==> src/rtl/count_seq_checker_sat_counter.sv <==
`default_nettype none
// ---------------------------------------------------------------------------
// sat_counter : up-counter that holds at all-ones; clear wins over increment
// Revision 1.0
// ---------------------------------------------------------------------------
module sat_counter #(
  parameter int WIDTH = 8
) (
  input  logic             clk,
  input  logic             reset,
  input  logic             i_inc,
  input  logic             i_clr,
  output logic [WIDTH-1:0] o_count
);

  logic [WIDTH-1:0] r_count;

  always_ff @(posedge clk or posedge reset) begin
    if (reset) begin
      r_count <= '0;
    end else if (i_clr) begin
      r_count <= '0;
    end else if (i_inc && (r_count != {WIDTH{1'b1}})) begin
      r_count <= r_count + WIDTH'(1);
    end
  end

  assign o_count = r_count;

endmodule
`default_nettype wire

==> config.mk <==
export PLATFORM = sky130hd
export DESIGN_NAME = sat_counter
export DESIGN_NICKNAME = d
export VERILOG_FILES = /design/src/rtl/count_seq_checker_sat_counter.sv
export SDC_FILE = /design/constraint.sdc
export NUM_CORES = 1
export LEC_CHECK = 0
export ABC_AREA = 1
export ABC_CLOCK_PERIOD_IN_PS = 3500
export BUFFER_PORTS_ARGS = -buffer_cell sky130_fd_sc_hd__buf_2
export CORE_AREA = 2 2 39 41
export DETAILED_ROUTE_END_ITERATION = 8
export DIE_AREA = 0 0 41 43
export PLACE_DENSITY = 0.57
export SYNTH_ARGS = -nofsm -noshare
export SYNTH_HDL_FRONTEND = slang
export SYNTH_SLANG_ARGS = --single-unit
==> constraint.sdc <==
create_clock -name clk -period 3.5 [get_ports clk]
set_input_delay 0.35 -clock clk [delete_from_list [all_inputs] [get_ports clk]]
set_output_delay 0.35 -clock clk [all_outputs]
set_load 0.01 [all_outputs]
==> run_summary.xml <==
<?xml version="1.0" encoding="UTF-8"?>
<metrics>
  <group name="sta">
    <metric name="fin_crit_sh" unit="%">42.1</metric>
    <metric name="unrepaired_setup_endpoints_after_global_routing" unit="">false</metric>
    <metric name="minimum_period_implied_by_the_final_worst_setup_slack" unit="ns">1.47</metric>
    <metric name="setup_viol_count_final" unit="">0</metric>
    <metric name="fmax" unit="MHz">679</metric>
    <metric name="worst_clock_skew" unit="ns">0.00749</metric>
    <metric name="drv_slew" unit="">0</metric>
    <metric name="finalSetupTns" unit="ns">0</metric>
    <metric name="timing.slew.headroom" unit="%">77.0</metric>
    <metric name="finalHoldViolations" unit="">0</metric>
    <metric name="tightestPinTransition" unit="ns">0.344</metric>
  </group>
  <group name="clock_tree">
    <metric name="clock_transition_time_at_the_flip_flop_clock_pins_of_the_worst_setup_and_hold_paths" unit="ns">0.06</metric>
    <metric name="cts.sink_count" unit="">8</metric>
    <metric name="clockBufferDepth" unit="">2</metric>
    <metric name="numCtsBuffers" unit="">3</metric>
    <metric name="post_cts_repair_setup_buffers" unit="">0</metric>
    <metric name="tritoncts" unit="">built</metric>
    <metric name="cts-htree-levels" unit="">1</metric>
    <metric name="cts_root_buf" unit="">sky130_fd_sc_hd__clkbuf_4</metric>
    <metric name="cts-hold-fix-buffers" unit="">0</metric>
    <metric name="post_cts_resize_count" unit="">0</metric>
    <metric name="clock_latency_on_the_worst_skew_pair" unit="ns">0.26</metric>
  </group>
  <group name="placement">
    <metric name="dpl.hpwl" unit="um">822</metric>
    <metric name="finalWeightedCongestion" unit="">0.738</metric>
    <metric name="number_of_buffer_cells_added_on_primary_ports" unit="">11</metric>
  </group>
  <group name="layout">
    <metric name="antenna_cells" unit="">0</metric>
    <metric name="largest_register_ffs" unit="">8</metric>
    <metric name="share_of_cells_above_drive_strength_1" unit="%">25.3</metric>
    <metric name="flow.area_growth_from_synthesis" unit="%">19.3</metric>
    <metric name="layout.nets" unit="">90</metric>
    <metric name="final_core_util" unit="%">43.7</metric>
    <metric name="count_of_fill_cells_added_during_filler_insertion" unit="">150</metric>
  </group>
  <group name="grt">
    <metric name="grt_usage" unit="%">15.4</metric>
    <metric name="via_count_of_the_first_global_routing_pass" unit="">400</metric>
    <metric name="antenna_violations_before_repair" unit="">0</metric>
    <metric name="grt_start_max_net_pins" unit="">9</metric>
    <metric name="grt_first_pass_wirelength" unit="mm">1.76</metric>
    <metric name="grt_remaining_overflow" unit="">0</metric>
  </group>
  <group name="worst_setup_path">
    <metric name="r2r_slack" unit="ns">2.03</metric>
    <metric name="reg2reg_to" unit="">o_count[4]</metric>
    <metric name="regToRegStartpoint" unit="">o_count[0]</metric>
    <metric name="startpoint_type" unit="">register</metric>
    <metric name="critical_path.cell_chain" unit="">ha_1 &gt; nand2_2 &gt; nor2_4 &gt; nand2_2 &gt; nand2_4 &gt; nor2_1 &gt; nand2_1 &gt; nand2_1</metric>
    <metric name="setup.worst_path.end_class" unit="">register</metric>
    <metric name="crit_slowest_cell" unit="">sky130_fd_sc_hd__dfrtp_1</metric>
    <metric name="r2r.worst_path.cells" unit="">8</metric>
    <metric name="critPathMaxFanout" unit="">5</metric>
    <metric name="critical-path-top-delay-family" unit="">simple AND/OR/NAND/NOR gates</metric>
    <metric name="max_stage_delay" unit="ns">0.41</metric>
    <metric name="setup.worst_path.class" unit="">reg -&gt; reg</metric>
    <metric name="critPathArrivalTime" unit="ns">1.66</metric>
    <metric name="required" unit="ns">3.69</metric>
    <metric name="cp_num_buf_inv" unit="">0</metric>
  </group>
  <group name="synthesis">
    <metric name="postSynthCellCount" unit="">69</metric>
    <metric name="synthesis.area_per_instance" unit="um2">7.34</metric>
    <metric name="post_synth_instance_area" unit="um2">507</metric>
    <metric name="synth_cell_types" unit="">16</metric>
    <metric name="synth_sequential_area_ratio" unit="%">39.5</metric>
    <metric name="synth-warning-count" unit="">0</metric>
    <metric name="postSynthRegisterBits" unit="">8</metric>
    <metric name="syn-num-nets" unit="">74</metric>
  </group>
  <group name="die">
    <metric name="core_area" unit="um2">1380</metric>
    <metric name="die_h" unit="um">43</metric>
    <metric name="die_area" unit="um2">1760</metric>
    <metric name="fp-row-count" unit="">14</metric>
    <metric name="die-width" unit="um">41</metric>
    <metric name="io_pins" unit="">12</metric>
    <metric name="start_util" unit="%">36.6</metric>
  </group>
  <group name="power">
    <metric name="ir_drop" unit="uV">142</metric>
    <metric name="switching_power" unit="mW">0.0505</metric>
    <metric name="power_switching_share" unit="%">26.1</metric>
    <metric name="sequentialPowerShare" unit="%">51.1</metric>
    <metric name="combPwrFrac" unit="%">11.2</metric>
    <metric name="power_frac_clock" unit="%">37.7</metric>
    <metric name="power_density" unit="nW/um2">320</metric>
    <metric name="internal_power_of_the_cells" unit="mW">0.143</metric>
    <metric name="p_leak" unit="nW">0.358</metric>
  </group>
  <group name="detailed_routing">
    <metric name="post_drt_wl_per_cell" unit="um">10.6</metric>
    <metric name="wirelength_routed" unit="mm">1.05</metric>
    <metric name="detail_route.iter0.violations" unit="">7</metric>
    <metric name="routed-via-count" unit="">451</metric>
    <metric name="vias_per_cell" unit="">4.56</metric>
    <metric name="drc_violations_left" unit="">0</metric>
    <metric name="drt.antenna.violating_nets" unit="">0</metric>
    <metric name="drt_pass1_iterations" unit="">4</metric>
  </group>
  <group name="flow_run">
    <metric name="drv.max_cap_violation_count" unit="">0</metric>
  </group>
  <group name="status">
    <metric name="status" unit="">completed</metric>
  </group>
  <group name="min_path">
    <metric name="hold_path_class" unit="">in -&gt; async</metric>
  </group>
</metrics>
==> area by class of cell <==
cell class	count	area, um2	area share, %
Clock buffer	3	22.5	3.73
Inverter	11	46.3	7.66
Multi-Input combinational cell	50	260	43.1
Sequential cell	8	200	33.1
Tap cell	16	20.0	3.31
Timing Repair Buffer	11	55.1	9.11
==> cell usage after synthesis, drive strengths merged <==
cell type,n,area [um2]
a21oi,2,10.0
clkinv,1,8.76
dfrtp,8,200
ha,1,12.5
inv,10,37.5
nand2,29,129
nand3,5,25.0
nor2,7,36.3
nor3b,1,7.51
o21ai,1,5.00
xnor2,1,8.76
xor2,3,26.3
==> layout by cell type (no fill, tap or decap) <==
master	n
sky130_fd_sc_hd__a21oi_1	2
sky130_fd_sc_hd__nand2_4	2
sky130_fd_sc_hd__dfrtp_1	8
sky130_fd_sc_hd__xnor2_1	1
sky130_fd_sc_hd__clkbuf_4	3
sky130_fd_sc_hd__clkinv_4	1
sky130_fd_sc_hd__nor2_2	1
sky130_fd_sc_hd__nand3_1	5
sky130_fd_sc_hd__nor2_4	1
sky130_fd_sc_hd__inv_1	10
sky130_fd_sc_hd__o21ai_1	1
sky130_fd_sc_hd__nand2_2	2
sky130_fd_sc_hd__nor2_1	5
sky130_fd_sc_hd__nor3b_1	1
sky130_fd_sc_hd__ha_1	1
sky130_fd_sc_hd__nand2_1	25
sky130_fd_sc_hd__xor2_1	3
sky130_fd_sc_hd__buf_2	11
==> worst max path at each step <==
stage	start	cells past startpoint	endpoint	slack, ns
3_3_place_gp	o_count[0]	8	o_count[4]	2.09
6_report	o_count[0]	8	o_count[4]	2.03
4_1_cts	o_count[0]	8	o_count[4]	2.02
5_1_grt	o_count[0]	8	o_count[6]	1.88
2_1_floorplan	o_count[0]	8	o_count[4]	2.19
3_5_place_dp	o_count[0]	8	o_count[4]	2.03
==> kinds of logic after synthesis <==
logic type | after synthesis | synth area share [%]
adder cells (fa/ha/maj) | 1 | 2.47
buffers and inverters | 11 | 9.14
AO/OA/AOI/OAI | 3 | 2.96
flip-flops | 8 | 39.5
XOR/XNOR | 4 | 6.91
AND/OR/NAND/NOR | 42 | 39.0
==> metrics by stage <==
step / area [um2] / total power [mW] / hold slack, ns / setup slack [ns] / std cells
after floorplan: 507 / 0.114 / 0.166 / 2.19 / 69
after global placement: 582 / 0.122 / 0.329 / 2.09 / 96
after detailed placement: 582 / 0.123 / 0.327 / 2.03 / 96
after CTS: 604 / 0.197 / 0.0462 / 2.02 / 99
after global routing: 604 / 0.205 / 0.0657 / 1.88 / 99
final: 604 / 0.193 / 0.0319 / 2.03 / 99
==> per-layer routing <==
layer  track usage, %  part of all wire [%]
met3             3.14                   3.4
met4             12.0                   1.1
met1             21.1                    48
met5                0                     0
met2             20.0                    48
==> power by group through the flow <==
stage                     combinational, mW  sequential [mW]  clock, mW
after floorplan                      0.0125            0.101          0
after global placement               0.0220            0.100          0
after detailed placement             0.0221            0.100          0
after CTS                            0.0222           0.0988     0.0763
after global routing                 0.0244           0.0992     0.0815
final                                0.0216           0.0987     0.0729
Power figures use the tool's default switching activity.
